### config.mk
export PLATFORM = sky130hd
export DESIGN_NAME = mac_seq_ctrl_flat
export DESIGN_NICKNAME = d
export VERILOG_FILES = /design/src/rtl/mac_seq_ctrl_if.sv /design/src/rtl/mac_seq_ctrl.sv /design/src/flat_wrapper.sv
export SDC_FILE = /design/constraint.sdc
export NUM_CORES = 1
export LEC_CHECK = 0
export ABC_AREA = 1
export BUFFER_PORTS_ARGS = -buffer_cell sky130_fd_sc_hd__buf_2
export CAP_MARGIN = 25
export CORE_ASPECT_RATIO = 0.75
export CORE_MARGIN = 1
export CORE_UTILIZATION = 55
export DETAILED_ROUTE_END_ITERATION = 12
export HOLD_SLACK_MARGIN = 0.02
export PLACE_DENSITY = 0.86
export REMOVE_ABC_BUFFERS = 1
export SYNTH_ARGS = -nofsm -noshare
export SYNTH_HDL_FRONTEND = slang
export SYNTH_SLANG_ARGS = --single-unit
### constraint.sdc
create_clock -name clk -period 3 [get_ports clk]
set_input_delay 0.6 -clock clk [delete_from_list [all_inputs] [get_ports clk]]
set_output_delay 0.6 -clock clk [all_outputs]
set_load 0.02 [all_outputs]
### src/rtl/mac_seq_ctrl_if.sv
// Request/response bus between CPU execute/writeback and the MUL/MAC sequencer.
// Handshake: a beat transfers on a rising clk edge where valid && ready are both high;
// valid holds its payload stable until that edge.
interface mac_seq_ctrl_if;
  logic        op_valid;
  logic        op_ready;
  logic [1:0]  op_code;
  logic [15:0] op_rs;
  logic [15:0] op_rd;
  logic        res_valid;
  logic        res_ready;
  logic [15:0] res_data;

  modport master (
    output op_valid, op_code, op_rs, op_rd, res_ready,
    input  op_ready, res_valid, res_data
  );

  modport slave (
    input  op_valid, op_code, op_rs, op_rd, res_ready,
    output op_ready, res_valid, res_data
  );
endinterface

### src/rtl/mac_seq_ctrl.sv
// Execute-stage MUL/MAC sequencer around an external combinational 16-bit multiplier.
// Optional macro MAC_SAT_EN: unsigned saturation of the accumulator on MAC overflow.
module mac_seq_ctrl #(
  parameter int unsigned MUL_WAIT = 2
) (
  input  logic              clk,
  input  logic              rst,
  mac_seq_ctrl_if.slave     bus,
  output logic [15:0]       mul_rs,
  output logic [15:0]       mul_rd,
  input  logic [15:0]       mul_q,
  output logic              acc_ovf,
  output logic              busy,
  output logic [1:0]        dbg_state
);

  typedef enum logic [1:0] {IDLE = 2'd0, WAIT = 2'd1, RESP = 2'd2} state_t;

  localparam logic [1:0] OP_MUL   = 2'b00;
  localparam logic [1:0] OP_MAC   = 2'b01;
  localparam logic [1:0] OP_CLR   = 2'b10;
  localparam logic [3:0] CNT_INIT = 4'(MUL_WAIT - 1);

  state_t      state;
  logic [1:0]  op_q;
  logic [3:0]  cnt;
  logic [15:0] acc;
  logic [16:0] mac_sum;

  assign mac_sum      = {1'b0, acc} + {1'b0, mul_q};
  assign bus.op_ready = (state == IDLE) && !rst;
  assign busy         = (state != IDLE);
  assign dbg_state    = state;

  always_ff @(posedge clk) begin
    if (rst) begin
      state         <= IDLE;
      op_q          <= OP_MUL;
      cnt           <= 4'd0;
      acc           <= 16'd0;
      acc_ovf       <= 1'b0;
      mul_rs        <= 16'd0;
      mul_rd        <= 16'd0;
      bus.res_data  <= 16'd0;
      bus.res_valid <= 1'b0;
    end else begin
      case (state)
        IDLE: begin
          if (bus.op_valid) begin
            op_q <= bus.op_code;
            case (bus.op_code)
              OP_MUL, OP_MAC: begin
                mul_rs <= bus.op_rs;
                mul_rd <= bus.op_rd;
                cnt    <= CNT_INIT;
                state  <= WAIT;
              end
              OP_CLR: begin
                acc           <= 16'd0;
                acc_ovf       <= 1'b0;
                bus.res_data  <= 16'd0;
                bus.res_valid <= 1'b1;
                state         <= RESP;
              end
              default: begin
                bus.res_data  <= acc;
                bus.res_valid <= 1'b1;
                state         <= RESP;
              end
            endcase
          end
        end
        WAIT: begin
          // Product is sampled only once the settle window has fully elapsed.
          if (cnt == 4'd0) begin
            if (op_q == OP_MAC) begin
              acc_ovf <= acc_ovf | mac_sum[16];
`ifdef MAC_SAT_EN
              if (mac_sum[16]) begin
                acc          <= 16'hFFFF;
                bus.res_data <= 16'hFFFF;
              end else begin
                acc          <= mac_sum[15:0];
                bus.res_data <= mac_sum[15:0];
              end
`else
              acc          <= mac_sum[15:0];
              bus.res_data <= mac_sum[15:0];
`endif
            end else begin
              bus.res_data <= mul_q;
            end
            bus.res_valid <= 1'b1;
            state         <= RESP;
          end else begin
            cnt <= cnt - 4'd1;
          end
        end
        RESP: begin
          if (bus.res_ready) begin
            bus.res_valid <= 1'b0;
            state         <= IDLE;
          end
        end
        default: state <= IDLE;
      endcase
    end
  end

endmodule

### src/flat_wrapper.sv
// flat-port wrapper written by rule: the top's interface ports become plain ports
module mac_seq_ctrl_flat 
#(
  parameter int unsigned MUL_WAIT = 2
)
  (clk, rst, mul_rs, mul_rd, mul_q, acc_ovf, busy, dbg_state, bus_op_valid, bus_op_code, bus_op_rs, bus_op_rd, bus_res_ready, bus_op_ready, bus_res_valid, bus_res_data);
  mac_seq_ctrl_if bus_i ();
  input  logic clk;
  input  logic rst;
  output logic [15:0] mul_rs;
  output logic [15:0] mul_rd;
  input  logic [15:0] mul_q;
  output logic acc_ovf;
  output logic busy;
  output logic [1:0] dbg_state;
  input wire logic [$bits(bus_i.op_valid)-1:0] bus_op_valid;
  input wire logic [$bits(bus_i.op_code)-1:0] bus_op_code;
  input wire logic [$bits(bus_i.op_rs)-1:0] bus_op_rs;
  input wire logic [$bits(bus_i.op_rd)-1:0] bus_op_rd;
  input wire logic [$bits(bus_i.res_ready)-1:0] bus_res_ready;
  output wire logic [$bits(bus_i.op_ready)-1:0] bus_op_ready;
  output wire logic [$bits(bus_i.res_valid)-1:0] bus_res_valid;
  output wire logic [$bits(bus_i.res_data)-1:0] bus_res_data;
  assign bus_i.op_valid = bus_op_valid;
  assign bus_i.op_code = bus_op_code;
  assign bus_i.op_rs = bus_op_rs;
  assign bus_i.op_rd = bus_op_rd;
  assign bus_i.res_ready = bus_res_ready;
  assign bus_op_ready = bus_i.op_ready;
  assign bus_res_valid = bus_i.res_valid;
  assign bus_res_data = bus_i.res_data;
  mac_seq_ctrl #(.MUL_WAIT(MUL_WAIT)) u_core (.clk(clk), .rst(rst), .bus(bus_i), .mul_rs(mul_rs), .mul_rd(mul_rd), .mul_q(mul_q), .acc_ovf(acc_ovf), .busy(busy), .dbg_state(dbg_state));
endmodule
==> results.toml <==
[worst_setup_path]
crit_path_start = "u_core.cnt[0]"
critical_path.endpoint_type = "flip-flop"
max_stage_delay_ns = 0.32
reg2reg_from = "u_core.cnt[0]"
worstPathCellList = "inv_1, ha_1, nand3_1, nand2_4, nand3_2, buf_4, inv_2, nand3_1, a21oi_1, or2_1, inv_1"
r2r_end = "u_core.bus.res_data[4]"
timing.critical_path.arrival_ns = 2.27
endpoint = "u_core.bus.res_data[4]"
reg2reg_depth = 11
worst_setup_path_type = "flip-flop to flip-flop"
worst-path-max-fanout = 21
r2r_setup_slack_ns = 0.98
critPathRequiredTime_ns = 3.26
startpoint_type = "flip-flop"
cp_slowest_cell = "sky130_fd_sc_hd__dfxtp_1"

[drt]
drt_first_pass_iters = 6
final_antenna_net_count = 0
drt_iter0_markers = 380
remaining_drc_errors = 0
viasPerCell = 5.37
wire_per_inst_um = 14.0
detailroute.via_count = 4224
detail_route.wirelength_um = 11000

[synth]
ys_dominant_reg_cell = "sky130_fd_sc_hd__dfxtp_1"
synth_top_area_frac = 0.373
synth.area.top_cells = "sky130_fd_sc_hd__dfxtp_1, sky130_fd_sc_hd__nand2_1, sky130_fd_sc_hd__nor2_1"
synth.yosys.warnings = 0
synth_cells = 579
synth_seq_cells = 74
yosysSeqAreaShare = 0.373
synth.cell_area_sq_mm = 0.00398
post_synth_num_cell_types = 38
postSynth.asyncResetShare = 0
postSynthAreaPerCell_sq_um = 6.87
netlist.top_cell.by_area = "sky130_fd_sc_hd__dfxtp_1"
synth_enable_flop_cells = 0

[clocking]
post_cts_resized = 0
clk_path_buf_depth = 2
tritoncts_num_sinks = 74
cts_hold_buffers = 0
post-cts-setup-buffers = 0
cts.htree.levels = 3
clkLatencyLatePin_ns = 0.36
clock_tree_from_tritoncts = "done"
ctsRootBufferMaster = "sky130_fd_sc_hd__clkbuf_8"
clk_transition_reported_paths_ns = 0.08
cts-buffers-inserted = 9

[finish]
layout-drive-gt1-share = 0.224
num-fill-cells = 580
multiInputGateArea_sq_mm = 0.00218
most_frequent_cells_in_the_layout = "sky130_fd_sc_hd__nand2_1, sky130_fd_sc_hd__buf_2, sky130_fd_sc_hd__nor2_1"
regArea_sq_mm = 0.00148
n_antenna_cell = 0
num-nets-final = 756
layout-area-overhead-vs-synth_pct = 20.6
layout.cells.most_common = "sky130_fd_sc_hd__nand2_1"
layout.cell_area.non_filler_sq_mm = 0.00479

[floorplanning]
fp.dieW_um = 100
die-area_sq_mm = 0.00757
placement_rows = 26
fp.coreArea_sq_mm = 0.00690
initial_standard_cell_utilization_of_the_core = 0.576
dieHeight_um = 75.6
io_pins = 108

[grt]
pin_count_of_the_biggest_net_entering_global_routing = 36
grt_antenna_before_repair = 0
grt_overflow = 0
grt_util_all_layers = 0.290
number_of_global_route_vias_before_repair = 3597
grt_first_pass_wirelength_um = 17000

[sta]
post-route-period-util = 0.672
hold_violations = 0
relSlewSlack = 0.490
finClkSkew_ns = 0.00971
fmax_ghz = 0.496
timing_max_transition_violations_final = 0
layout_min_cycle_time_ns = 2.02
grt_setup_unrepaired = "false"
setup_viol = 0
worstMarginPinSlew_ns = 0.765
final.setup.tns_ns = 0
finalWorstSetupSlack_ns = 0.985

[hold_path]
hp-class = "flip-flop to flip-flop"
hp-start = "u_core.bus.res_valid"

[run_status]
run_status = "finished clean"

[pwr]
power_density_mw_per_mm2 = 525
power_leakage_nw = 2.39
peakVddDrop_uv = 305

[flow_run]
max_cap_viol_count = 0

[placed_design]
io_buffer_count = 107
place_hpwl_um = 7750
globalplace.congestion = 1.02
placement_stage_cell_area_sq_mm = 0.00459
pre_cts_slack_ns = 0.683
[metal layers]
| layer | up-vias | wire length [um] | track usage |
|---|---|---|---|
| li1 | 2093 | - | - |
| met1 | 1899 | 4810 | 0.400 |
| met2 | 210 | 4830 | 0.450 |
| met3 | 22 | 1150 | 0.0798 |
| met4 | 0 | 182 | 0.0853 |
| met5 | - | 0 | 0 |
[stage by stage]
step,total power [mW],cells,util,hold WS (ns)
after floorplan,1.50,557,-,0.450
after global placement,1.69,770,0.665,0.457
after detailed placement,1.71,770,0.665,0.458
after CTS,2.51,786,0.695,0.475
after global routing,2.64,786,0.695,0.492
final,2.51,786,0.695,0.469
[where the power goes]
group | switching, mW | internal [mW] | total (mW)
clock network | 0.401 | 0.412 | 0.813
logic | 0.396 | 0.197 | 0.593
registers | 0.0427 | 1.07 | 1.11
total | 0.840 | 1.67 | 2.51
[Yosys cell counts (9+ instances only)]
master	instances
sky130_fd_sc_hd__nand2_1	128
sky130_fd_sc_hd__nor2_1	95
sky130_fd_sc_hd__dfxtp_1	74
sky130_fd_sc_hd__o21ai_0	55
sky130_fd_sc_hd__inv_1	51
sky130_fd_sc_hd__a21oi_1	45
sky130_fd_sc_hd__nand3_1	30
sky130_fd_sc_hd__ha_1	18
sky130_fd_sc_hd__a211oi_1	10
sky130_fd_sc_hd__buf_2	9
sky130_fd_sc_hd__clkbuf_1	9
[worst max-delay path: cells and delay by family, from the launching register on]
| family | cells | cell delay, ns |
|---|---|---|
| buffers and inverters | 4 | 0.66 |
| AND/OR/NAND/NOR | 5 | 0.57 |
| flip-flops | 1 | 0.32 |
| AO/OA/AOI/OAI | 1 | 0.19 |
| adder cells (fa/ha/maj) | 1 | 0.18 |
[worst min-delay path by stage]
stage / endpoint / slack [ns] / depth (start not counted)
after floorplan: u_core.op_q[1] / 0.45 / 2
after global placement: u_core.bus.res_valid / 0.46 / 2
after detailed placement: u_core.bus.res_valid / 0.46 / 2
after CTS: u_core.bus.res_valid / 0.48 / 2
after global routing: u_core.op_q[0] / 0.49 / 3
final: u_core.bus.res_valid / 0.47 / 2
[state kept, by name, indices dropped and copies added (netlist names)]
signal and cells:
u_core.dbg_state 2, u_core.acc_ovf 1, u_core.cnt 4, u_core.acc 16, u_core.mul_rd 16, u_core.bus.res_valid 1
u_core.mul_rs 16, u_core.op_q 2, u_core.bus.res_data 16
[area by class of cell]
class	count	area share
Multi-Input combinational cell	427	0.454
Inverter	56	0.0444
Clock buffer	11	0.0295
Sequential cell	74	0.309
Timing Repair Buffer	115	0.124
Tap cell	98	0.0256
Clock inverter	5	0.0131
[cell families (layout without fill, tap and decap cells)]
| kind of cell | count (synthesis) | in the layout | share of synthesized area |
|---|---|---|---|
| AO/OA/AOI/OAI | 121 | 121 | 0.168 |
| adder cells (fa/ha/maj) | 19 | 19 | 0.0617 |
| flip-flops | 74 | 74 | 0.373 |
| buffers and inverters | 78 | 187 | 0.0799 |
| XOR/XNOR | 6 | 6 | 0.0132 |
| AND/OR/NAND/NOR | 281 | 281 | 0.305 |
Note: power is estimated with default switching activity, not from simulation.
